`config.mk`:
```
export PLATFORM = sky130hd
export DESIGN_NAME = div_unit
export DESIGN_NICKNAME = d
export VERILOG_FILES = /design/src/rtl/div_unit.sv
export SDC_FILE = /design/constraint.sdc
export NUM_CORES = 1
export LEC_CHECK = 0
export CORE_MARGIN = 1.5
export CORE_UTILIZATION = 55
export DETAILED_ROUTE_END_ITERATION = 12
export PLACE_DENSITY = 0.83
export SLEW_MARGIN = 40
export SYNTH_ARGS = -nofsm -noshare
export SYNTH_HDL_FRONTEND = slang
export SYNTH_SLANG_ARGS = --single-unit
```
`constraint.sdc`:
```
create_clock -name clk -period 12.11 [get_ports clk]
set_clock_uncertainty 0.1 [all_clocks]
set_input_delay 1.8165 -clock clk [delete_from_list [all_inputs] [get_ports clk]]
set_output_delay 1.8165 -clock clk [all_outputs]
set_load 0.01 [all_outputs]
```
`src/rtl/div_unit.sv`:
```
// Iterative 64-bit RISC-V divider (DIV/DIVU/REM/REMU and -W variants).
// Restoring radix-2 divide on operand magnitudes, one quotient bit per cycle.
module div_unit (
    input  logic        clk,
    input  logic        reset,
    input  logic        in_valid,
    output logic        in_ready,
    input  logic [63:0] a,
    input  logic [63:0] b,
    input  logic [2:0]  funct3,
    input  logic        width_32,
    input  logic        flush,
    output logic        out_valid,
    input  logic        out_ready,
    output logic [63:0] result
);

    typedef enum logic [1:0] {IDLE, BUSY, DONE} state_t;

    state_t      state_reg;
    logic        in_ready_reg;
    logic        out_valid_reg;
    logic [63:0] result_reg;
    logic [63:0] rem_reg;
    logic [63:0] quo_reg;
    logic [63:0] div_reg;
    logic [5:0]  iter_reg;
    logic        w32_reg;
    logic        rem_op_reg;
    logic        neg_q_reg;
    logic        neg_r_reg;

    logic        is_signed;
    logic [63:0] op_a;
    logic [63:0] op_b;
    logic        neg_a;
    logic        neg_b;
    logic [63:0] mag_a;
    logic [63:0] mag_b;
    logic [63:0] min_neg;
    logic        div_zero;
    logic        overflow;
    logic        is_special;
    logic        accept;
    logic [63:0] fmt_a;
    logic [63:0] special_result;

    logic [64:0] rem_shift;
    logic        ge;
    logic [63:0] rem_next;
    logic [63:0] quo_next;
    logic [63:0] q_fix;
    logic [63:0] r_fix;
    logic [63:0] sel_result;
    logic [63:0] busy_result;
    logic [5:0]  last_iter;

    assign in_ready  = in_ready_reg;
    assign out_valid = out_valid_reg;
    assign result    = result_reg;

    // Operand preparation from the live request inputs.
    always_comb begin
        is_signed = ~funct3[0];
        if (width_32) begin
            op_a = is_signed ? {{32{a[31]}}, a[31:0]} : {32'd0, a[31:0]};
            op_b = is_signed ? {{32{b[31]}}, b[31:0]} : {32'd0, b[31:0]};
        end else begin
            op_a = a;
            op_b = b;
        end
        neg_a      = is_signed & op_a[63];
        neg_b      = is_signed & op_b[63];
        mag_a      = neg_a ? (64'd0 - op_a) : op_a;
        mag_b      = neg_b ? (64'd0 - op_b) : op_b;
        min_neg    = width_32 ? 64'hFFFF_FFFF_8000_0000 : 64'h8000_0000_0000_0000;
        div_zero   = (op_b == 64'd0);
        overflow   = is_signed && (op_a == min_neg) && (op_b == 64'hFFFF_FFFF_FFFF_FFFF);
        is_special = ~funct3[2] | div_zero | overflow;
        accept     = in_valid && in_ready_reg && !flush;
        fmt_a      = width_32 ? {{32{a[31]}}, a[31:0]} : a;

        special_result = 64'd0;
        if (funct3[2]) begin
            if (div_zero)
                special_result = funct3[1] ? fmt_a : 64'hFFFF_FFFF_FFFF_FFFF;
            else if (overflow)
                special_result = funct3[1] ? 64'd0 : op_a;
        end
    end

    // One restoring step; the final step also produces the signed, formatted result.
    always_comb begin
        rem_shift   = {rem_reg, quo_reg[63]};
        ge          = (rem_shift >= {1'b0, div_reg});
        rem_next    = ge ? 64'(rem_shift - {1'b0, div_reg}) : rem_shift[63:0];
        quo_next    = {quo_reg[62:0], ge};
        q_fix       = neg_q_reg ? (64'd0 - quo_next) : quo_next;
        r_fix       = neg_r_reg ? (64'd0 - rem_next) : rem_next;
        sel_result  = rem_op_reg ? r_fix : q_fix;
        busy_result = w32_reg ? {{32{sel_result[31]}}, sel_result[31:0]} : sel_result;
        last_iter   = w32_reg ? 6'd31 : 6'd63;
    end

    always_ff @(posedge clk or posedge reset) begin
        if (reset) begin
            state_reg     <= IDLE;
            in_ready_reg  <= 1'b1;
            out_valid_reg <= 1'b0;
            result_reg    <= 64'd0;
            rem_reg       <= 64'd0;
            quo_reg       <= 64'd0;
            div_reg       <= 64'd0;
            iter_reg      <= 6'd0;
            w32_reg       <= 1'b0;
            rem_op_reg    <= 1'b0;
            neg_q_reg     <= 1'b0;
            neg_r_reg     <= 1'b0;
        end else begin
            case (state_reg)
                IDLE: begin
                    if (accept) begin
                        in_ready_reg <= 1'b0;
                        if (is_special) begin
                            state_reg     <= DONE;
                            out_valid_reg <= 1'b1;
                            result_reg    <= special_result;
                        end else begin
                            state_reg  <= BUSY;
                            rem_reg    <= 64'd0;
                            // -W dividends are parked in the upper half so 32 steps consume them.
                            quo_reg    <= width_32 ? {mag_a[31:0], 32'd0} : mag_a;
                            div_reg    <= mag_b;
                            iter_reg   <= 6'd0;
                            w32_reg    <= width_32;
                            rem_op_reg <= funct3[1];
                            neg_q_reg  <= neg_a ^ neg_b;
                            neg_r_reg  <= neg_a;
                        end
                    end
                end
                BUSY: begin
                    if (flush) begin
                        state_reg    <= IDLE;
                        in_ready_reg <= 1'b1;
                    end else begin
                        rem_reg  <= rem_next;
                        quo_reg  <= quo_next;
                        iter_reg <= iter_reg + 6'd1;
                        if (iter_reg == last_iter) begin
                            state_reg     <= DONE;
                            out_valid_reg <= 1'b1;
                            result_reg    <= busy_result;
                        end
                    end
                end
                DONE: begin
                    if (flush || out_ready) begin
                        state_reg     <= IDLE;
                        out_valid_reg <= 1'b0;
                        in_ready_reg  <= 1'b1;
                    end
                end
                default: begin
                    state_reg     <= IDLE;
                    out_valid_reg <= 1'b0;
                    in_ready_reg  <= 1'b1;
                end
            endcase
        end
    end

`ifndef SYNTHESIS
    always_ff @(posedge clk) begin
        if (!reset && accept && !funct3[2])
            $error("div_unit: non-divide funct3 %b accepted", funct3);
    end
`endif

endmodule

```
==> results by group <==
CTS
  – Clk pin slew, worst setup/hold paths: 60 ps
  – Post CTS Setup Buffer Count: 0
  – TritonCTS Buffers: 34
  – Clock buffer depth: 3
  – Post-CTS resize count: 0
  – CTS Sinks: 270
  – Hold buffer count at CTS: 0
  – Clk_lat worst skew: 570 ps
  – Max H-tree Level: 2
  – CTS tree: yes
  – CTS root buf: clkbuf_16

Timing
  – FMAX: 135 MHz
  – Slew HR: 0.291
  – Min Tclk post-route: 7410 ps
  – Worst setup margin: 4700 ps
  – Hold Fails Final Rpt: 0
  – Slew @ Worst Pin: 1060 ps
  – Max Slew Vio Count: 0
  – Period Utilization, post-route: 0.612
  – Final setup fails: 0
  – RSZ-0062 raised after global routing: false
  – Setup tns final: 0 ps

Route
  – First DRT Iteration DRCs: 4693
  – Routed len/inst: 26.5 µm
  – Vias post-DR: 29157
  – Detailed Routing Iterations Pass 1: 8
  – DRC viols: 0
  – DRT antenna net count: 0
  – Vias/cell: 6.99
  – Post-Route WL: 111000 µm

Critical path
  – Crit-path max FO: 37
  – Crit path buf inv count: 2
  – Cells on worst reg2reg path: 22
  – Worst R2R Setup Slack: 4700 ps
  – Crit-path leading delay family: simple AND/OR/NAND/NOR gates
  – Worst r2r src: rem_reg[48]
  – Slowest stage delay, CP: 670 ps
  – Startpoint Class: register
  – CP Data Required Time: 12450 ps
  – Crit-path cells: ha_1 > nand2_1 > nor2_1 > and3_1 > nand3_1 > o21ai_4 > buf_4 > inv_4 > mux2i_1 > ha_1 > nor2b_1 > nand3b_1 > or4_1 > o311ai_0 > o211a_1 > a41oi_1 > or3_4 > nor2_2 > a31oi_1 > xor2_1 > a2111oi_0 > nor2_1
  – Data arrival, critical path: 7750 ps
  – Reg-to-Reg End: result[52]
  – Slowest-stage cell, CP: nand3_1
  – Worst setup EP type: register
  – Crit path kind: register to register
  – Levels on crit path: 22

Logic synthesis
  – Syn_area_per_cell: 7.42 µm²
  – Yosys reg bits: 270
  – Area leader, netlist: dfrtp_1
  – Register area share after synthesis: 0.262
  – Gate Count Post-Synth: 3478
  – Syn Nets: 3686
  – Post-synthesis async set-or-reset flop share: 1.00
  – Area contributors post-synth: dfrtp_1 26%, o21ai_0 6.7%, nand2_1 5.9%
  – Syn. warnings: 0
  – Yosys cell types: 115
  – Number of flops mapped to enable cells by yosys: 0
  – Post-synth top flop: dfrtp_1
  – Netlist Area Pre-Place: 0.0258 mm²
  – Synth top area share: 0.261

Die
  – Chip width: 220 µm
  – Row count: 79
  – Starting Density: 0.555
  – I/O pin count: 203
  – Core area: 0.0465 mm²
  – Die Ht: 220 µm
  – Die area: 0.0482 mm²

Finish
  – Commonest non-fill, non-tap cell in the layout: nand2_1
  – Fill cells: 4195
  – Area Overhead vs Synth: 13.5%
  – Most frequent cells in the layout: 409 x nand2_1, 399 x nor2_1, 346 x o21ai_0
  – Layout cells sized above 1: 0.0632
  – # nets final: 3744
  – Final Cell Area: 0.0293 mm²

Global routing
  – First-pass GRT wire length: 163000 µm
  – GRT overflow: 0
  – Total track usage: 0.447
  – Initial antenna violation count: 10
  – Vias in the first global route: 26157
  – Largest net degree at the start of global routing: 87

Flow run
  – Max-Cap Viols: 0

Placement
  – Place WS: 5010 ps
  – Routability Congestion: 1.07
  – I/O Buffers: 202
  – Detailed Place HPWL: 84600 µm
  – Placement Cell Area: 0.0280 mm²

Pwr
  – Pwr/cell area: 259 mW/mm²
  – Worst IR Drop VDD: 0.000167 V
  – Lkg Pwr: 11.5 nW

Worst hold path
  – Min-delay src: div_reg[59]
  – Worst min path class: register to register
  – Hold Path Stages: 2
  – Hold EP: div_reg[59]

Outcome
  – Status: finished clean
-- Yosys cell counts, drive strengths merged, types with 34 or more instances --
cell	count
mux2i	39
clkbuf	141
a31oi	69
a21oi	248
xor2	95
nor2	405
nor3	97
o211ai	67
nor4	49
o31ai	68
a221oi	34
a211oi	61
nand2	411
ha	70
or3	48
nand3	52
o21ai	382
inv	124
dfrtp	269
nand4	68
buf	81
xnor2	160
-- worst max-delay path by stage --
stage           startpoint          end  slack [ps]
6_report       rem_reg[48]   result[52]        4700
5_1_grt        rem_reg[48]   result[52]        4380
4_1_cts        rem_reg[48]   result[52]        4970
3_5_place_dp   rem_reg[48]   result[52]        5010
3_3_place_gp     funct3[0]  quo_reg[53]        5050
2_1_floorplan        reset   div_reg[0]        2760
-- cell type report --
class	instances	area (µm²)	share of cell area
multi-input cells	2862	17700	0.605
flip-flops and latches	270	6760	0.231
repair buffers	244	2390	0.0818
clock buffers	47	1010	0.0345
well taps	607	759	0.0259
inverters	124	475	0.0162
clock inverters	14	173	0.00589
diodes	3	7.51	0.000256
-- metal layers --
metal  vias to the layer above  share of wire  routed length [µm]  GRT usage
li1                      12904              -                   -          -
met1                     13703           0.39               42800      0.592
met2                      2151           0.41               45800      0.648
met3                       389           0.15               16300      0.176
met4                        10          0.050                5580      0.175
met5                         -         0.0012                 138     0.0167
-- worst min-delay path: stages (launching register included) --
cell and delay (ps):
dfrtp_1 340, nand2_1 50, o41ai_1 50
-- metrics by stage --
step           std cells   util  total power [mW]  hold WS, ps
6_report            4171  0.631              7.59          375
5_1_grt             4168  0.630              7.93          396
4_1_cts             4167  0.629              7.35          377
3_5_place_dp        4106  0.603              6.23          365
3_3_place_gp        4104  0.602              6.20          363
2_1_floorplan       3478      -              4.72          343
-- report_power, final --
part / switching [mW] / internal (mW)
clock network: 0.443 / 0.651
logic: 3.14 / 1.69
registers: 0.426 / 1.24
total: 4.01 / 3.58
-- cell families (layout without fill, tap and decap cells) --
kind of cell             count (synthesis)  after routing  share of synthesized area
flip-flops                             270            270                      0.262
adder cells (fa/ha/maj)                 71             71                     0.0347
multiplexers                            47             47                     0.0189
AO/OA/AOI/OAI                         1185           1185                      0.302
buffers and inverters                  346            429                     0.0556
AND/OR/NAND/NOR                       1304           1304                      0.240
other                                    0              3                          0
XOR/XNOR                               255            255                     0.0866
Power figures use the tool's default switching activity.
